### src/rtl/mem_arbiter_if.sv
// Shared handshake bundle between the CPU requesters, the arbiter and the
// memory controller port.
interface mem_arbiter_if;
  // fetch requester
  logic        instr_req;
  logic [31:0] instr_addr;
  logic [31:0] instr_rdata;
  logic        instr_valid;
  // data (load/store) requester
  logic        data_req;
  logic        data_wr;
  logic [31:0] data_addr;
  logic [31:0] data_wdata;
  logic [31:0] data_rdata;
  logic        data_valid;
  // memory controller port
  logic        bus_req;
  logic        bus_wr;
  logic [31:0] bus_addr;
  logic [31:0] bus_wdata;
  logic [31:0] bus_rdata;
  logic        bus_ack;
  logic        bus_err;
  logic        busy;

  // arbiter view: drives responses and the controller request
  modport master (
    input  instr_req, instr_addr, data_req, data_wr, data_addr, data_wdata,
           bus_rdata, bus_ack,
    output instr_rdata, instr_valid, data_rdata, data_valid,
           bus_req, bus_wr, bus_addr, bus_wdata, bus_err, busy
  );

  // environment view: requesters plus memory controller
  modport slave (
    output instr_req, instr_addr, data_req, data_wr, data_addr, data_wdata,
           bus_rdata, bus_ack,
    input  instr_rdata, instr_valid, data_rdata, data_valid,
           bus_req, bus_wr, bus_addr, bus_wdata, bus_err, busy
  );
endinterface

### src/rtl/mem_arbiter.sv
// Arbitrates the single memory-controller port between instruction fetch and
// data load/store. Data has priority; a fetch that has waited STARVE_MAX
// cycles wins the next contested arbitration. Transactions without an ack
// for TIMEOUT busy cycles complete with ERR_DATA and a bus_err pulse.
module mem_arbiter #(
  parameter int unsigned STARVE_MAX = 4,
  parameter int unsigned TIMEOUT    = 64,
  parameter logic [31:0] ERR_DATA   = 32'hDEAD_BEEF
) (
  input logic           clk,
  input logic           rst_n,
  mem_arbiter_if.master arb
);

  localparam int unsigned SW = $clog2(STARVE_MAX + 1);
  localparam int unsigned TW = $clog2(TIMEOUT + 1);
  localparam logic [SW-1:0] SMAX    = SW'(STARVE_MAX);
  localparam logic [TW-1:0] TO_LAST = TW'(TIMEOUT - 1);

  localparam logic [1:0] S_IDLE   = 2'd0;
  localparam logic [1:0] S_BUSY_I = 2'd1;
  localparam logic [1:0] S_BUSY_D = 2'd2;
  localparam logic [1:0] S_RESP   = 2'd3;

  logic [1:0]    state;
  logic          owner_instr;
  logic [SW-1:0] starve_cnt;
  logic [TW-1:0] to_cnt;
  logic          elig_i;
  logic          elig_d;
  logic          grant_i;
  logic          grant_d;

  // Eligibility masks the requester whose valid is high this cycle, since it
  // is about to drop req; then data-first priority with starvation override.
  always_comb begin
    elig_i  = arb.instr_req & ~arb.instr_valid;
    elig_d  = arb.data_req  & ~arb.data_valid;
    grant_i = 1'b0;
    grant_d = 1'b0;
    if (state == S_IDLE) begin
      grant_i = elig_i & (~elig_d | (starve_cnt >= SMAX));
      grant_d = elig_d & ~grant_i;
    end
  end

  // Transaction FSM: grant/latch, wait for ack or timeout, then respond.
  always_ff @(posedge clk) begin
    if (!rst_n) begin
      state           <= S_IDLE;
      owner_instr     <= 1'b0;
      to_cnt          <= '0;
      arb.instr_rdata <= '0;
      arb.instr_valid <= 1'b0;
      arb.data_rdata  <= '0;
      arb.data_valid  <= 1'b0;
      arb.bus_req     <= 1'b0;
      arb.bus_wr      <= 1'b0;
      arb.bus_addr    <= '0;
      arb.bus_wdata   <= '0;
      arb.bus_err     <= 1'b0;
      arb.busy        <= 1'b0;
    end else begin
      arb.instr_valid <= 1'b0;
      arb.data_valid  <= 1'b0;
      arb.bus_err     <= 1'b0;
      case (state)
        S_IDLE: begin
          if (grant_i) begin
            state        <= S_BUSY_I;
            owner_instr  <= 1'b1;
            arb.bus_addr <= arb.instr_addr;
            arb.bus_wr   <= 1'b0;
            arb.bus_req  <= 1'b1;
            arb.busy     <= 1'b1;
            to_cnt       <= '0;
          end else if (grant_d) begin
            state         <= S_BUSY_D;
            owner_instr   <= 1'b0;
            arb.bus_addr  <= arb.data_addr;
            arb.bus_wr    <= arb.data_wr;
            arb.bus_wdata <= arb.data_wdata;
            arb.bus_req   <= 1'b1;
            arb.busy      <= 1'b1;
            to_cnt        <= '0;
          end
        end
        S_BUSY_I, S_BUSY_D: begin
          // ack is checked first so an ack on the final timeout cycle wins
          if (arb.bus_ack) begin
            if (state == S_BUSY_I)  arb.instr_rdata <= arb.bus_rdata;
            else if (!arb.bus_wr)   arb.data_rdata  <= arb.bus_rdata;
            arb.bus_req <= 1'b0;
            state       <= S_RESP;
          end else if (to_cnt == TO_LAST) begin
            if (state == S_BUSY_I)  arb.instr_rdata <= ERR_DATA;
            else if (!arb.bus_wr)   arb.data_rdata  <= ERR_DATA;
            arb.bus_err <= 1'b1;
            arb.bus_req <= 1'b0;
            state       <= S_RESP;
          end else begin
            to_cnt <= to_cnt + TW'(1);
          end
        end
        S_RESP: begin
          if (owner_instr) arb.instr_valid <= 1'b1;
          else             arb.data_valid  <= 1'b1;
          arb.busy <= 1'b0;
          state    <= S_IDLE;
        end
        default: state <= S_IDLE;
      endcase
    end
  end

  // Starvation counter: counts cycles a fetch waits while it does not own
  // the bus; saturates, and clears when fetch is granted.
  always_ff @(posedge clk) begin
    if (!rst_n) begin
      starve_cnt <= '0;
    end else if (grant_i) begin
      starve_cnt <= '0;
    end else if (arb.instr_req && (state != S_BUSY_I) &&
                 !((state == S_RESP) && owner_instr) && (starve_cnt < SMAX)) begin
      starve_cnt <= starve_cnt + SW'(1);
    end
  end

endmodule
### src/flat_wrapper.sv
// flat-port wrapper written by rule: the top's interface ports become plain ports
module mem_arbiter_flat 
#(
  parameter int unsigned STARVE_MAX = 4,
  parameter int unsigned TIMEOUT    = 64,
  parameter logic [31:0] ERR_DATA   = 32'hDEAD_BEEF
)
  (clk, rst_n, arb_instr_req, arb_instr_addr, arb_data_req, arb_data_wr, arb_data_addr, arb_data_wdata, arb_bus_rdata, arb_bus_ack, arb_instr_rdata, arb_instr_valid, arb_data_rdata, arb_data_valid, arb_bus_req, arb_bus_wr, arb_bus_addr, arb_bus_wdata, arb_bus_err, arb_busy);
  mem_arbiter_if arb_i ();
  input logic clk;
  input logic rst_n;
  input wire logic [$bits(arb_i.instr_req)-1:0] arb_instr_req;
  input wire logic [$bits(arb_i.instr_addr)-1:0] arb_instr_addr;
  input wire logic [$bits(arb_i.data_req)-1:0] arb_data_req;
  input wire logic [$bits(arb_i.data_wr)-1:0] arb_data_wr;
  input wire logic [$bits(arb_i.data_addr)-1:0] arb_data_addr;
  input wire logic [$bits(arb_i.data_wdata)-1:0] arb_data_wdata;
  input wire logic [$bits(arb_i.bus_rdata)-1:0] arb_bus_rdata;
  input wire logic [$bits(arb_i.bus_ack)-1:0] arb_bus_ack;
  output wire logic [$bits(arb_i.instr_rdata)-1:0] arb_instr_rdata;
  output wire logic [$bits(arb_i.instr_valid)-1:0] arb_instr_valid;
  output wire logic [$bits(arb_i.data_rdata)-1:0] arb_data_rdata;
  output wire logic [$bits(arb_i.data_valid)-1:0] arb_data_valid;
  output wire logic [$bits(arb_i.bus_req)-1:0] arb_bus_req;
  output wire logic [$bits(arb_i.bus_wr)-1:0] arb_bus_wr;
  output wire logic [$bits(arb_i.bus_addr)-1:0] arb_bus_addr;
  output wire logic [$bits(arb_i.bus_wdata)-1:0] arb_bus_wdata;
  output wire logic [$bits(arb_i.bus_err)-1:0] arb_bus_err;
  output wire logic [$bits(arb_i.busy)-1:0] arb_busy;
  assign arb_i.instr_req = arb_instr_req;
  assign arb_i.instr_addr = arb_instr_addr;
  assign arb_i.data_req = arb_data_req;
  assign arb_i.data_wr = arb_data_wr;
  assign arb_i.data_addr = arb_data_addr;
  assign arb_i.data_wdata = arb_data_wdata;
  assign arb_i.bus_rdata = arb_bus_rdata;
  assign arb_i.bus_ack = arb_bus_ack;
  assign arb_instr_rdata = arb_i.instr_rdata;
  assign arb_instr_valid = arb_i.instr_valid;
  assign arb_data_rdata = arb_i.data_rdata;
  assign arb_data_valid = arb_i.data_valid;
  assign arb_bus_req = arb_i.bus_req;
  assign arb_bus_wr = arb_i.bus_wr;
  assign arb_bus_addr = arb_i.bus_addr;
  assign arb_bus_wdata = arb_i.bus_wdata;
  assign arb_bus_err = arb_i.bus_err;
  assign arb_busy = arb_i.busy;
  mem_arbiter #(.STARVE_MAX(STARVE_MAX), .TIMEOUT(TIMEOUT), .ERR_DATA(ERR_DATA)) u_core (.clk(clk), .rst_n(rst_n), .arb(arb_i));
endmodule
### config.mk
export PLATFORM = sky130hd
export DESIGN_NAME = mem_arbiter_flat
export DESIGN_NICKNAME = d
export VERILOG_FILES = /design/src/rtl/mem_arbiter_if.sv /design/src/rtl/mem_arbiter.sv /design/src/flat_wrapper.sv
export SDC_FILE = /design/constraint.sdc
export NUM_CORES = 1
export LEC_CHECK = 0
export ABC_AREA = 1
export CORE_ASPECT_RATIO = 1.25
export CORE_MARGIN = 2
export CORE_UTILIZATION = 44
export DETAILED_ROUTE_END_ITERATION = 10
export HOLD_SLACK_MARGIN = 0.05
export PLACE_DENSITY_LB_ADDON = 0.08
export SLEW_MARGIN = 20
export SYNTH_ARGS = -nofsm -noshare
export SYNTH_HDL_FRONTEND = slang
export SYNTH_SLANG_ARGS = --single-unit
### constraint.sdc
create_clock -name clk -period 2.2 [get_ports clk]
set_input_delay 0.44 -clock clk [delete_from_list [all_inputs] [get_ports clk]]
set_output_delay 0.44 -clock clk [all_outputs]
set_load 0.1 [all_outputs]
==> flow_metrics.py <==
metrics = {
    "grt": {
        "grt_max_degree": 67,
        "antenna_found_initial": 0,
        "track_usage_pct": 22.7,
        "grt_pass1_vias": 6151,
        "grt_pass1_wl_um": 29800,
        "grt-ovfl-total": 0,
    },
    "sta": {
        "relSlewSlack_pct": 60.3,
        "final_hold_viol_count": 0,
        "maxClockFrequency_ghz": 0.495,
        "drv_slew": 0,
        "setup_viol_count_final": 0,
        "tightest_slew_ns": 0.595,
        "period_share_pct": 91.9,
        "setup_slack_ns": 0.179,
        "finalSetupTns_ns": 0,
        "period_needed_ns": 2.02,
        "skew_ns": 0.00540,
        "rsz0062_at_grt": "no",
    },
    "setup_path": {
        "start_kind": "register",
        "r2r_end": "u_core.arb.data_rdata[22]$_SDFFE_PN0P_",
        "crit_fanout": 36,
        "r2r_start": "u_core.state[0]$_SDFFE_PN0P_",
        "required_ns": 2.50,
        "endpoint_kind": "register",
        "crit_start": "u_core.state[0]$_SDFFE_PN0P_",
        "crit_type": "reg -> reg",
        "rrSetupSlack_ns": 0.18,
        "crit_arrival_ns": 2.33,
        "reg2reg_depth": 6,
    },
    "final_layout": {
        "final_layout_size_suffix_gt1_share_pct": 15.3,
        "layout.cells.non_filler": 1475,
        "nets": 1422,
        "final_common_cell": "nand2_1",
        "seq_area_sq_um": 2940,
        "fillers": 1367,
        "final_core_util_pct": 66.1,
        "final_cell_mix": "nand2_1 (210), nor2_1 (202), inv_1 (198), buf_4 (151), dfxtp_1 (147)",
        "area_growth_pct": 46.2,
        "multiInputGateArea_sq_um": 2800,
        "n_antenna_cell": 0,
    },
    "detailed_routing": {
        "drt-vias-per-instance": 4.62,
        "routedWlPerCell_um": 12.9,
        "drt-total-wl_um": 19100,
        "drcViolationCount": 0,
        "vias": 6814,
        "drtAntennaViolNets": 0,
        "first_pass_iters": 4,
        "drt_iter0_markers": 417,
    },
    "synth": {
        "synth-seq-cells": 147,
        "synthDistinctLibCells": 25,
        "synth_top_family_by_area": "simple AND/OR/NAND/NOR gates",
        "synthMuxAreaShare_pct": 0,
        "synthesis.area_sq_um": 6790,
        "synth_xor_area_share_pct": 0.129,
        "synth-simple-area-share_pct": 33.4,
        "ys_warn_count": 0,
        "syn_area_per_cell_sq_um": 6.57,
        "synthesis.instances": 1034,
        "yosysSeqAreaShare_pct": 43.3,
        "synth_nets": 1175,
        "synth_compound_area_share_pct": 6.34,
        "synth-adder-area-share_pct": 1.29,
    },
    "clock_network": {
        "root_buffer": "clkbuf_16",
        "post_cts_resized": 0,
        "cts_made_buffers": 17,
        "post_cts_buffers": 0,
        "htree_levels": 4,
        "insertion_delay_ns": 0.41,
        "ctsHoldBuffers": 0,
        "clk_path_buf_depth": 2,
        "cts_sinks": 147,
        "cts_tree": "done",
        "path_clk_slew_ns": 0.06,
    },
    "place": {
        "pre_cts_slack_ns": 0.130,
        "gp_congestion": 0.797,
        "dp.cells": 1444,
        "dp_hpwl_um": 13500,
        "port_buffers": 267,
    },
    "floorplan": {
        "initial_utilization_pct": 45.2,
        "coreArea_sq_um": 15000,
        "num_io_pins": 268,
        "die_w_um": 115,
        "die_h_um": 143,
        "dieArea_sq_um": 16500,
        "row_count": 50,
    },
    "power": {
        "cellLeakagePower_nw": 4.89,
        "powerDensity_nw_per_um2": 1550,
        "vdd_ir_drop_max_mv": 0.956,
    },
    "min_path": {
        "hold_path_class": "reg -> reg",
        "hold_start": "u_core.arb.instr_rdata[11]$_SDFFE_PN0P_",
        "holdPathStages": 2,
        "min_to": "u_core.arb.instr_rdata[11]$_SDFFE_PN0P_",
    },
    "status": {
        "status": "complete, no violations",
    },
    "flow_run": {
        "cap_violations": 0,
    },
}
cells by family after synthesis:
kind of cell | count (synthesis)
and+or+nand+nor | 532
buffers and inverters | 262
DFF | 147
AOI/OAI and AO/OA | 85
adders and majority gates | 7
xor gates and xnor gates | 1
state kept, by name (all words and copies together) (netlist names), 2 cells and up:
signal and flops:
u_core.arb.bus_addr 32, u_core.arb.bus_wdata 32, u_core.arb.data_rdata 32, u_core.arb.instr_rdata 32, u_core.to_cnt 7, u_core.starve_cnt 3
u_core.state 2
how the worst max path moves through the flow:
stage	to	slack [ns]
2_1_floorplan	u_core.arb.bus_addr[11]$_SDFFE_PN0P_	0.17
3_3_place_gp	u_core.arb.data_rdata[29]$_SDFFE_PN0P_	0.15
3_5_place_dp	u_core.arb.data_rdata[22]$_SDFFE_PN0P_	0.13
4_1_cts	u_core.arb.data_rdata[22]$_SDFFE_PN0P_	0.17
5_1_grt	u_core.arb.data_rdata[19]$_SDFFE_PN0P_	0.03
6_report	u_core.arb.data_rdata[22]$_SDFFE_PN0P_	0.18
layout make-up:
type                            count  area share, %
Multi-Input combinational cell    625           28.2
Clock inverter                     10           1.56
Inverter                          201           7.60
Sequential cell                   147           29.6
Clock buffer                       21           4.74
Tap cell                          182           2.29
Timing Repair Buffer              289           25.9
where the power goes:
part	switching (W)	total, W	internal, W
logic	0.00666	0.00861	0.00195
registers	0.000383	0.00374	0.00335
clock network	0.00110	0.00308	0.00197
layer usage:
| layer | vias up | track usage [%] | share of wire (%) |
|---|---|---|---|
| met5 | - | 0 | 0 |
| met4 | 0 | 8.12 | 2.1 |
| met3 | 27 | 8.11 | 8.4 |
| met2 | 229 | 38.9 | 49 |
| met1 | 2907 | 26.0 | 41 |
| li1 | 3651 | - | - |
stage by stage:
step | total power [W] | cell area [sq um] | hold WS, ns
detailed placement | 0.0124 | 9300 | 0.436
floorplan | 0.0105 | 6790 | 0.426
global placement | 0.0123 | 9300 | 0.433
CTS | 0.0155 | 9930 | 0.445
finish | 0.0154 | 9930 | 0.445
global route | 0.0162 | 9930 | 0.464
worst max-delay path, stage by stage, from the launching register on:
cell and delay (ns):
dfxtp_1 0.40, inv_1 0.10, ha_2 0.50, buf_12 0.24
nand3_4 0.35, a21oi_1 0.26, nor2_1 0.05
synth_stat cells:
master,count,share of area [%]
a21oi_1,49,3.6
nand2_2,2,0.18
nor2_4,1,0.17
o21ai_0,34,2.5
nand3_4,1,0.26
inv_1,198,11
nor4_1,1,0.092
nand4_1,69,6.4
buf_6,5,0.83
ha_1,7,1.3
nand2_1,210,12
clkinv_1,1,0.055
nand3_2,2,0.29
clkbuf_1,27,1.5
buf_1,7,0.39
inv_2,2,0.11
nor2_1,203,11
buf_4,1,0.11
buf_2,21,1.5
xor2_1,1,0.13
o211ai_1,2,0.22
nand2_4,1,0.17
dfxtp_1,147,43
nand3_1,40,2.9
nor3_1,2,0.15
No activity file was read; power rests on OpenSTA's default activity.
